$ cat config.mk
export PLATFORM = sky130hd
export DESIGN_NAME = seq_signed_divider
export DESIGN_NICKNAME = d
export VERILOG_FILES = /design/src/rtl/seq_signed_divider.sv
export SDC_FILE = /design/constraint.sdc
export NUM_CORES = 1
export LEC_CHECK = 0
export CAP_MARGIN = 20
export CORE_ASPECT_RATIO = 2
export CORE_MARGIN = 1
export CORE_UTILIZATION = 54
export CTS_BUF_LIST = sky130_fd_sc_hd__clkbuf_8 sky130_fd_sc_hd__clkbuf_16
export CTS_CLUSTER_SIZE = 30
export DETAILED_ROUTE_END_ITERATION = 12
export HOLD_SLACK_MARGIN = 0.08
export PLACE_DENSITY = 0.83
export SLEW_MARGIN = 0
export SYNTH_ARGS = -nofsm -noshare
export SYNTH_HDL_FRONTEND = slang
export SYNTH_SLANG_ARGS = --single-unit
$ cat constraint.sdc
create_clock -name clk -period 2.75 [get_ports clk]
set_input_delay 0.55 -clock clk [delete_from_list [all_inputs] [get_ports clk]]
set_output_delay 0.55 -clock clk [all_outputs]
set_load 0.005 [all_outputs]
$ cat src/rtl/seq_signed_divider.sv
// ============================================================================
//  Module      : seq_signed_divider
//  Description : Sequential restoring signed divider, one quotient bit per
//                clock, truncating toward zero, with divide-by-zero and
//                overflow flags and a start/busy/done handshake.
//  Revision    : 1.0 - initial release
// ============================================================================
`default_nettype none

module seq_signed_divider #(
    parameter int DW = 8,
    parameter int VW = 4
) (
    input  logic          clk,
    input  logic          rst,
    input  logic          start,
    input  logic [DW-1:0] dividend,
    input  logic [VW-1:0] divisor,
    output logic          busy,
    output logic          done,
    output logic [DW-1:0] quotient,
    output logic [VW-1:0] remainder,
    output logic          dbz,
    output logic          ovf
);

    localparam int c_CW = $clog2(DW + 1);

    typedef enum logic [1:0] {
        S_IDLE = 2'd0,
        S_CALC = 2'd1,
        S_SIGN = 2'd2
    } state_t;

    state_t          r_state;
    logic [c_CW-1:0] r_count;
    logic [VW-1:0]   r_rem;
    logic [DW-1:0]   r_dmag;
    logic [VW-1:0]   r_vmag;
    logic            r_sn_dd;
    logic            r_sn_vs;
    logic            r_dbz;
    logic            r_ovf;

    // Running remainder never exceeds |divisor|-1 < 2^(VW-1), so after the
    // shift it fits VW bits; the extra top bit carries the trial sign.
    logic [VW:0]     w_shift;
    logic [VW:0]     w_diff;
    logic            w_qbit;

    assign w_shift = {r_rem, r_dmag[DW-1]};
    assign w_diff  = w_shift - {1'b0, r_vmag};
    assign w_qbit  = ~w_diff[VW];

    always_ff @(posedge clk or posedge rst) begin
        if (rst) begin
            r_state   <= S_IDLE;
            r_count   <= '0;
            r_rem     <= '0;
            r_dmag    <= '0;
            r_vmag    <= '0;
            r_sn_dd   <= 1'b0;
            r_sn_vs   <= 1'b0;
            r_dbz     <= 1'b0;
            r_ovf     <= 1'b0;
            busy      <= 1'b0;
            done      <= 1'b0;
            quotient  <= '0;
            remainder <= '0;
            dbz       <= 1'b0;
            ovf       <= 1'b0;
        end else begin
            case (r_state)
                S_IDLE: begin
                    done <= 1'b0;
                    if (start) begin
                        r_sn_dd <= dividend[DW-1];
                        r_sn_vs <= divisor[VW-1];
                        r_dmag  <= dividend[DW-1] ? -dividend : dividend;
                        r_vmag  <= divisor[VW-1]  ? -divisor  : divisor;
                        r_dbz   <= (divisor == '0);
                        r_ovf   <= (dividend == {1'b1, {(DW-1){1'b0}}}) && (divisor == '1);
                        r_rem   <= '0;
                        r_count <= c_CW'(DW);
                        busy    <= 1'b1;
                        r_state <= S_CALC;
                    end
                end
                S_CALC: begin
                    r_rem   <= w_qbit ? w_diff[VW-1:0] : w_shift[VW-1:0];
                    r_dmag  <= {r_dmag[DW-2:0], w_qbit};
                    r_count <= r_count - 1'b1;
                    if (r_count == c_CW'(1)) begin
                        r_state <= S_SIGN;
                    end
                end
                S_SIGN: begin
                    // Divide-by-zero leaves garbage in the datapath; force the defined result.
                    if (r_dbz) begin
                        quotient  <= '1;
                        remainder <= '0;
                    end else begin
                        quotient  <= (r_sn_dd ^ r_sn_vs) ? -r_dmag : r_dmag;
                        remainder <= r_sn_dd ? -r_rem : r_rem;
                    end
                    dbz     <= r_dbz;
                    ovf     <= r_ovf & ~r_dbz;
                    done    <= 1'b1;
                    busy    <= 1'b0;
                    r_state <= S_IDLE;
                end
                default: begin
                    r_state <= S_IDLE;
                    busy    <= 1'b0;
                    done    <= 1'b0;
                end
            endcase
        end
    end

endmodule

`default_nettype wire

-- Yosys cells after proc, flatten, opt, wreduce, memory -nomap -nowiden
Cells that the tools add are included.
- word-level logic and storage cells: 60
- flip-flop bits (word level): 42
- input bits: 15
- output and inout bits: 16
- $add $sub $neg: 6
- eq/ne operators: 7
- multiplexer cells: 19
- reductions and logical operators: 8
- bitwise operators: 5
- operators with widths (kind ; number):
    8-bit two-way mux ; 4
    4-bit two-way mux ; 6
    8-bit negation ; 2
    4-bit case mux with 2 select lines ; 2
    8-bit case mux with 2 select lines ; 1
    8-bit == test, second input constant ; 1
    4-bit negation ; 2
    2-bit AND reduction ; 4
    5-bit by 4-bit subtractor with 5-bit output ; 1
    4-bit by 1-bit == test with 1-bit output, second input constant ; 1
    4-bit == test, second input constant ; 1
    4-bit logical NOT ; 1
    2-bit two-way mux ; 2
    2-bit inequality test, second input constant ; 2
    1-bit case mux with 2 select lines ; 2
    2-bit case mux with 2 select lines ; 1
    4-bit by 1-bit subtractor with 4-bit output, second input constant ; 1
    1-bit inverter ; 3
    2-bit by 1-bit == test with 1-bit output, second input constant ; 1
    2-bit == test, second input constant ; 1
    2-bit logical NOT ; 1
    2-bit nonzero test ; 1
    1-bit AND ; 1
    1-bit logical AND ; 1
    2 further kinds ; 2

-- Logic depth before layout (Yosys ltp)
Gate-level depths: netlist (run 1).
- depth in word-level cells: 4
- depth in mapped cells: 8
- mapped depth without buffers: 8

-- Least setup slack after synthesis (run 1)
No wires, ideal clock.
- path type: reg-to-reg
- from: reg r_dmag[7]
- to: reg r_rem[1]
- stages on the path, launching flop included: 9
- slack: 0.758 ns
- arrival time: 1.927 ns
- path buffers: 0
- clock period less this slack: 1.992 ns
- setup time: 0.065 ns
- required time: 2.685 ns
- cell sequence: dfrtp_1 inv_1 ha_1 fa_1 nand2b_1 a21oi_2 xor2_4 mux2i_1 a22o_1
- word-level cells in the longest chain between the ends: 3
- ends and longest elaborated chain (element ; line ; text):
    start: declaration ; 38 ; logic [DW-1:0] r_dmag;
    start signal: assignment ; 79 ; r_dmag <= dividend[DW-1] ? -dividend : dividend;
    start signal: assignment ; 91 ; r_dmag <= {r_dmag[DW-2:0], w_qbit};
    5-bit by 4-bit subtractor with 5-bit output ; 52 ; assign w_diff = w_shift - {1'b0, r_vmag};
    4-bit two-way mux ; 90 ; r_rem <= w_qbit ? w_diff[VW-1:0] : w_shift[VW-1:0];
    4-bit case mux with 2 select lines ; 73 ; case (r_state)
    end signal: assignment ; 90 ;
    end: declaration ; 37 ; logic [VW-1:0] r_rem;
No other way between the ends.
A chain may end at the register's enable or synchronous reset.

-- Final worst setup path (run 1)
Ends and elaborated chain as after synthesis.

==> results summary, run 1 <==
Synthesis produced a netlist whose cell count is 245. The number of top-level pins came out at 31. The global placement routability congestion came out at 0.858.

The clock reaches the later pin of the worst-skew pair after 0.29 ns. The capturing element type of the critical path is a register. The cell family contributing the most delay on the critical path is adder cells. Setup repair after global routing left no endpoint under its margin.

The final critical delay including setup and external delays is 2.26 ns. The per-cell via count in the routed design came out at 5.46. The final antenna diode count came out at 0. For the worst setup path, the data required time is roughly 3.0 ns. CTS saw 42 sinks. The run finished with clean final reports. The first TritonRoute pass finished after 4 iterations.

The overall routed net length is between 4 and 5 mm. The largest buffer count on any clock path is 2. The most critical setup path has its startpoint at r_dmag[7]. The sequential fraction of the synthesis area came out at 0.461. The count of yosys warnings during synthesis came out at 0. The average wire per standard cell came out at 13.9 um.

The fill cell instance count of the final layout is 320. In the final design database the tool counted approximately 300 nets. The worst hold path belongs to the class register to register. The portion of synthesized area spent on multiplexers is 0.0307. The detailed router finished its first iteration with 44 violations.

Walking the worst path, the cells encountered are inv_1 -> ha_1 -> fa_1 -> nand2b_1 -> a21oi_2 -> xor2_4 -> mux2i_1 -> a22o_1. The global route total overflow is 0. The cell type with the largest total area after synthesis is dfrtp_1.

VDD sags by at most 815 uV. The worst setup path is launched from a register. The number of nets with antenna violations after routing is 0. The overall routing resource usage came out at 0.240. The utilization of the core after routing is 0.668. In this run, post-CTS repair resized a total of 0 instances. The multi-input gate area in the final layout is around 1100 sq um. The static leakage power came out at ~0.0013 uW. CTS placed an instance of clkbuf_8 at the clock tree root.

The number of setup buffers added after CTS came out at 0. The worst register-to-register path begins at r_dmag[7]. Ranked by total cell area, the synthesized netlist is headed by dfrtp_1 46%, nand2_1 6.8%, ha_1 6.0%.

The total of endpoints with negative setup slack in the final report came out at 0. Compared with the post-synthesis result, the final layout area differs by 19.8%. The highest clock frequency the design can meet is 443 MHz. The core area came out at 4090 sq um. The initial cell density of the core is 0.558. The storage element area is 1050 sq um. The number of levels the H-tree was split into came out at 2.

Of the total synthesized cell area, the portion taken by AND, OR, NAND and NOR gates is 0.162. The area of the die came out at 4500 sq um. By area, the combinational part of the netlist is dominated by simple AND/OR/NAND/NOR gates.

By startpoint and endpoint, the worst setup path is classified as register to register. The slew of the pin with the lowest slew margin came out at 0.736 ns. The maximum number of pins on one net before global-route repair is 43. The final clock period utilization by the worst path is 0.822. The placed wire-length estimate after detailed placement is about 3.5 mm. The XOR/XNOR share of the synthesized area came out at 0.0697. The count of pins over their slew limit came to 0. The slowest stage of the critical path is the fa_1 cell. The clock buffer count from CTS is 5.

The count of hold-fix buffers inserted at cts is 0. The number of flip-flops and latches in the synthesized netlist came out at 42. In this run, distinct cell masters in the synthesized netlist total 40.

The power per cell area came out at about 1200 nW/um^2. On the final layout, the worst hold slack is between 0.4 and 0.5 ns. The floorplan has 33 rows.

The netlist area before placement came out at 2280 sq um. The area share of the largest cell type after synthesis came out at 0.461. The via count of the first global-routing pass came out at 1745. The post-synthesis compound-gate area fraction came out at 0.156. The via count is 1792. The highest fanout seen on the critical path came out at 5. The clock-pin slew on the worst setup and hold paths came out at 0.07 ns.

The delay contributed by the slowest stage of the critical path came out at 0.40 ns. Measured along the x axis, the die boundary spans 47.9 um. The aggregate negative setup slack came out at 0 ns. The wire length of the first global-routing pass is 7.61 mm. The net count of the mapped netlist is 272. A synthesized cell averages a little over 9 sq um. The total buffers and inverters traversed by the critical path is 1. The tool flagged a number of max-cap violations equal to 0.

The adder and majority gate portion of the synthesized area came out at 0.0692. The data arrival at the endpoint of the critical path is ~2.5 ns. The die is between 90 and 100 um tall. In the final layout, the share of cells above drive strength 1 is 0.0507.

The worst clock skew is 0.00522 ns. The number of hold violations in the final report is 0. The max-slew headroom at the worst pin came out at 0.506. The count of buffers added on input and output ports is 30. TritonCTS built the clock tree. The worst hold path begins at quotient[0]. The DRC violation count after routing came out at 0.

The initial antenna violation count came out at 0.
worst paths after layout:
path	endpoint	depth (start not counted)	slack, ns
max in group asynchronous	r_state[1]	3	1.71
worst max register to register	r_rem[1]	8	0.49
worst max-delay path	r_rem[1]	8	0.49
worst min register to register	quotient[0]	2	0.47
worst min-delay path	quotient[0]	2	0.47
min in group asynchronous	r_sn_dd	3	0.68
placed cells by master (no fill, tap or decap), types with 2 or more instances in the layout:
cell	instances
a31oi_1	3
buf_4	4
nand4_1	2
and2_1	2
o21ai_0	21
mux2i_1	7
clkdlybuf4s50_1	30
a22oi_1	4
nor3_1	5
xnor2_1	6
ha_1	11
clkbuf_8	5
a22o_1	4
nand2_1	41
o21ai_1	2
a21oi_1	7
nand2b_1	5
o31ai_1	6
xor2_1	9
nand3_1	2
nor2b_1	4
nor4_1	2
nor2_1	18
inv_1	19
dfrtp_1	42
cells by family (layout without fill, tap and decap cells):
family,count (synthesis),after routing
muxes,7,7
DFF,42,42
adders and majority gates,12,12
xor gates and xnor gates,16,16
AOI/OAI and AO/OA,56,56
and+or+nand+nor,84,84
buffers and inverters,28,59
power breakdown:
group | internal (uW) | total (uW) | switching [uW] | leakage [uW]
logic | 773 | 1530 | 761 | 0.000692
clock network | 264 | 463 | 199 | 0.0000607
registers | 888 | 1160 | 269 | 0.000503
synthesized netlist by cell type, drive strengths merged:
library cell / n
mux2i: 7
o31ai: 6
a211oi: 1
dfrtp: 42
a22oi: 4
o21ai: 23
xor2: 10
buf: 5
a21oi: 8
nor4: 2
xnor2: 6
nand3: 2
nand2b: 5
nand2: 41
nor2: 19
o221ai: 1
or3: 1
a21o: 1
o41ai: 1
ha: 11
a221o: 2
o22ai: 1
fa: 1
a31oi: 3
clkbuf: 6
a32oi: 1
a22o: 4
nor3: 5
inv: 17
nor2b: 4
and2: 2
nor3b: 1
nand4: 2
worst reg2reg max path, stage by stage (launching register included):
cell	delay, ns
dfrtp_1	0.39
inv_1	0.10
ha_1	0.23
fa_1	0.40
nand2b_1	0.17
a21oi_2	0.22
xor2_4	0.27
mux2i_1	0.27
a22o_1	0.15
sequential cells by signal (all words and copies together) (netlist names), 2 cells and up:
register and flops:
quotient 8, r_state 2, r_vmag 4, remainder 4, r_count 4, r_dmag 8
r_rem 4
metrics by stage:
stage / instance area (sq um) / setup slack [ns] / cells / power, uW
3_3_place_gp: 2620 / 0.521 / 320 / 2650
6_report: 2730 / 0.490 / 328 / 3150
3_5_place_dp: 2620 / 0.499 / 320 / 2700
2_1_floorplan: 2280 / 0.758 / 245 / 2230
5_1_grt: 2730 / 0.429 / 328 / 3440
4_1_cts: 2730 / 0.499 / 328 / 3180
cell type report:
type                       count  area share
clock inverter                 3      0.0137
clock buffer                   5      0.0252
timing repair buffer          34       0.121
sequential                    42       0.385
tap                           52      0.0238
multi-input combinational    175       0.408
inverter                      17      0.0234
routing by layer:
metal  part of all wire  routed length [um]  track usage
met1               0.37                1700        0.256
met2               0.56                2530        0.395
met3              0.028                 126       0.0519
met4              0.044                 200        0.155
met5                  0                   0            0
Power figures use the tool's default switching activity.
==> inputs of run 2 (changes only) <==
Settings changed: CORE_UTILIZATION 54 to 49, PLACE_DENSITY 0.83 to 0.79.
Clock period 2.75 ns to 1.96 ns, I/O delays scaled along.
==> results summary, run 2 (same netlist as run 1, synthesis figures left out) <==
The maximum vdd drop was 1150 uV (was 815 uV). The placed wire-length estimate after detailed placement came out at 3.69 mm (was 3.51 mm). The number of nets with antenna violations after routing is 0 (unchanged). The total of endpoints with negative setup slack in the final report is 2 (was 0). The highest fanout seen on the critical path is 5 (unchanged). The average wire per standard cell is 14.2 um (was 13.9 um). The initial antenna violation count is 0 (unchanged).

The signed area change from the synthesized netlist to the final layout is 27.4% (was 19.8%). The power consumption came to 4780 uW (was 3150 uW). The clock root buffer master was clkbuf_8 (unchanged). The final antenna diode count was 0 (unchanged). The share of layout cells above drive strength 1 is 0.125 (was 0.0507).

The utilization of the core after routing came out at 0.657 (was 0.668). The number of hold violations in the final report is 0 (unchanged). The final critical delay including setup and external delays is 2.03 ns (was 2.26 ns). The quantity of I/O buffers inserted on ports came out at 30 (unchanged).

The global placement routability congestion is 0.865 (was 0.858). The aggregate negative setup slack is -0.0726 ns (was 0 ns). The worst reg-to-reg path cell count is 8 (unchanged). The clock-pin slew on the worst setup and hold paths is 0.08 ns (was 0.07 ns).

The start point of the critical path was r_dmag[7] (unchanged). The area of the die came out at 4950 sq um (was 4500 sq um). The max-slew headroom at the worst pin was 0.621 (was 0.506). The die span in y came out at 98.5 um (was 93.9 um). The per-cell via count in the routed design was 5.42 (was 5.46). The critical path start-end classification is register to register (unchanged). The count of pins over their slew limit is 0 (unchanged). The worst path required time is 2.19 ns (was 2.98 ns).

The via count came out at 1892 (was 1792). The latest clock arrival within the worst-skew pair came out at 0.29 ns (about the same). The count of clock tree sinks came to 42 (unchanged). The via count of the first global-routing pass came out at 1936 (was 1745). The number of violations of the max-capacitance limit came out at 0 (unchanged).

The worst clock skew is 0.00783 ns (was 0.00522 ns). The type of element launching the critical path was a register (unchanged). The initial cell density of the core came out at 0.515 (was 0.558). The class of the most critical hold timing path was register to register (unchanged). The DRC violation total after the first TritonRoute iteration came to 48 (was 44).

The worst flop-to-flop path endpoint was r_rem[1] (unchanged). Outcome: finished, violations left (was completed). The reg-to-reg setup timing slack is -0.07 ns (was 0.49 ns).

Highest-count cells in the layout ignoring fill and taps: 42 x dfrtp_1, 41 x nand2_1, 30 x clkdlybuf4s50_1 (unchanged). The clock tree from TritonCTS is yes (unchanged). The DRC violation count after routing came out at 0 (unchanged). The static leakage power came out at 0.00135 uW (was 0.00126 uW). The width of the chip came out at 50.2 um (was 47.9 um). The slew of the pin with the lowest slew margin came to 0.567 ns (was 0.736 ns). The data arrival at the endpoint of the critical path is 2.26 ns (was 2.49 ns). The number of top-level pins is 31 (unchanged). The core area came to 4420 sq um (was 4090 sq um).

The number of levels the H-tree was split into came out at 2 (unchanged). Crit path cell chain: inv_2 -> ha_4 -> fa_2 -> nand2b_4 -> a21oi_4 -> xor2_4 -> mux2i_1 -> a22o_1 (was inv_1 -> ha_1 -> fa_1 -> nand2b_1 -> a21oi_2 -> xor2_4 -> mux2i_1 -> a22o_1). The clock buffer count from CTS is 5 (unchanged). The global route total overflow is 0 (unchanged). The site row count came to 34 (was 33). The slowest cell on the critical path is dfrtp_1 (was fa_1).

The overall routed net length is 4.94 mm (was 4.56 mm). The source of the worst register-to-register timing path is r_dmag[7] (unchanged). Leading registers by flop count: quotient: 8 flops, r_dmag: 8 flops (unchanged). The total number of nets in the final design came to 321 (was 302). The power per cell area came out at 1640 nW/um^2 (was 1150 nW/um^2). The worst-case setup margin in the final layout is -0.0693 ns (was 0.490 ns). The delay contributed by the slowest stage of the critical path was 0.38 ns (was 0.40 ns).

The final reports fail on negative setup slack. Setup repair after global routing missed its margin: true (was false). The final clock period utilization by the worst path is 1.04 (was 0.822). The length of the first detailed-routing pass in iterations is 4 (unchanged).

The overall routing resource usage was 0.229 (was 0.240). The most frequent standard cell in the layout excluding fill and tap cells was dfrtp_1 (unchanged). The endpoint of the most critical setup path is r_rem[1] (unchanged). The wire length of the first global-routing pass came out at 8.65 mm (was 7.61 mm). The maximum number of pins on one net before global-route repair came out at 43 (unchanged). The highest clock frequency the design can meet was 493 MHz (was 443 MHz). The capturing element type of the critical path is a register (unchanged). The largest buffer count on any clock path was 2 (unchanged).
-- run 2: metal layers --
layer / GRT usage / wire (um) / vias to the layer above
met2: 0.422 / 2850 / 46
met1: 0.239 / 1820 / 907
met3: 0.0386 / 135 / 11
met5: 0 / 0 / -
li1: - / - / 928
met4: 0.110 / 130 / 0
-- run 2: worst min path at each step --
| stage | cells past startpoint | endpoint | startpoint |
|---|---|---|---|
| 2_1_floorplan | 2 | r_ovf | r_ovf |
| 3_3_place_gp | 2 | quotient[0] | quotient[0] |
| 3_5_place_dp | 2 | quotient[0] | quotient[0] |
| 4_1_cts | 2 | quotient[0] | quotient[0] |
| 5_1_grt | 2 | quotient[5] | quotient[5] |
| 6_report | 2 | quotient[0] | quotient[0] |
-- run 2: final cells by class --
class                   count  area [sq um]
clock buffers               5          68.8
inverters                  17          63.8
clock inverters             3          37.5
multi-input cells         175          1140
fillers                   384          1520
flip-flops and latches     42          1050
well taps                  54          67.6
repair buffers             53           473
-- run 2: worst max-delay path, delay by kind of cell (launching register included) --
family,cells,cell delay [ns]
xor+xnor,1,0.27
mux,1,0.26
simple gates,1,0.15
buf+inv,1,0.06
compound gates,2,0.35
fa+ha+maj,2,0.49
flops,1,0.38
-- run 2: report_power, final --
| group | switching [uW] | total, uW | internal, uW | leakage, uW |
|---|---|---|---|---|
| registers | 354 | 1600 | 1240 | 0.000503 |
| clock network | 293 | 664 | 371 | 0.0000607 |
| logic | 1210 | 2520 | 1300 | 0.000791 |
-- run 2: what timing repair did --
item,in CTS,in global routing
setup buffers,1,1
gates resized for setup,5,0
setup endpoints to repair,5,4
hold buffers,0,0
pin swaps,2,1
gates cloned,0,0
-- run 2: per-stage QoR --
step / hold WS [ns] / area [sq um] / std cells / setup slack, ns
floorplan: 0.450 / 2280 / 245 / 0.00384
global placement: 0.448 / 2760 / 339 / -0.0310
detailed placement: 0.459 / 2760 / 339 / -0.112
CTS: 0.477 / 2900 / 348 / 0.0132
global route: 0.494 / 2910 / 349 / -0.164
finish: 0.474 / 2910 / 349 / -0.0693
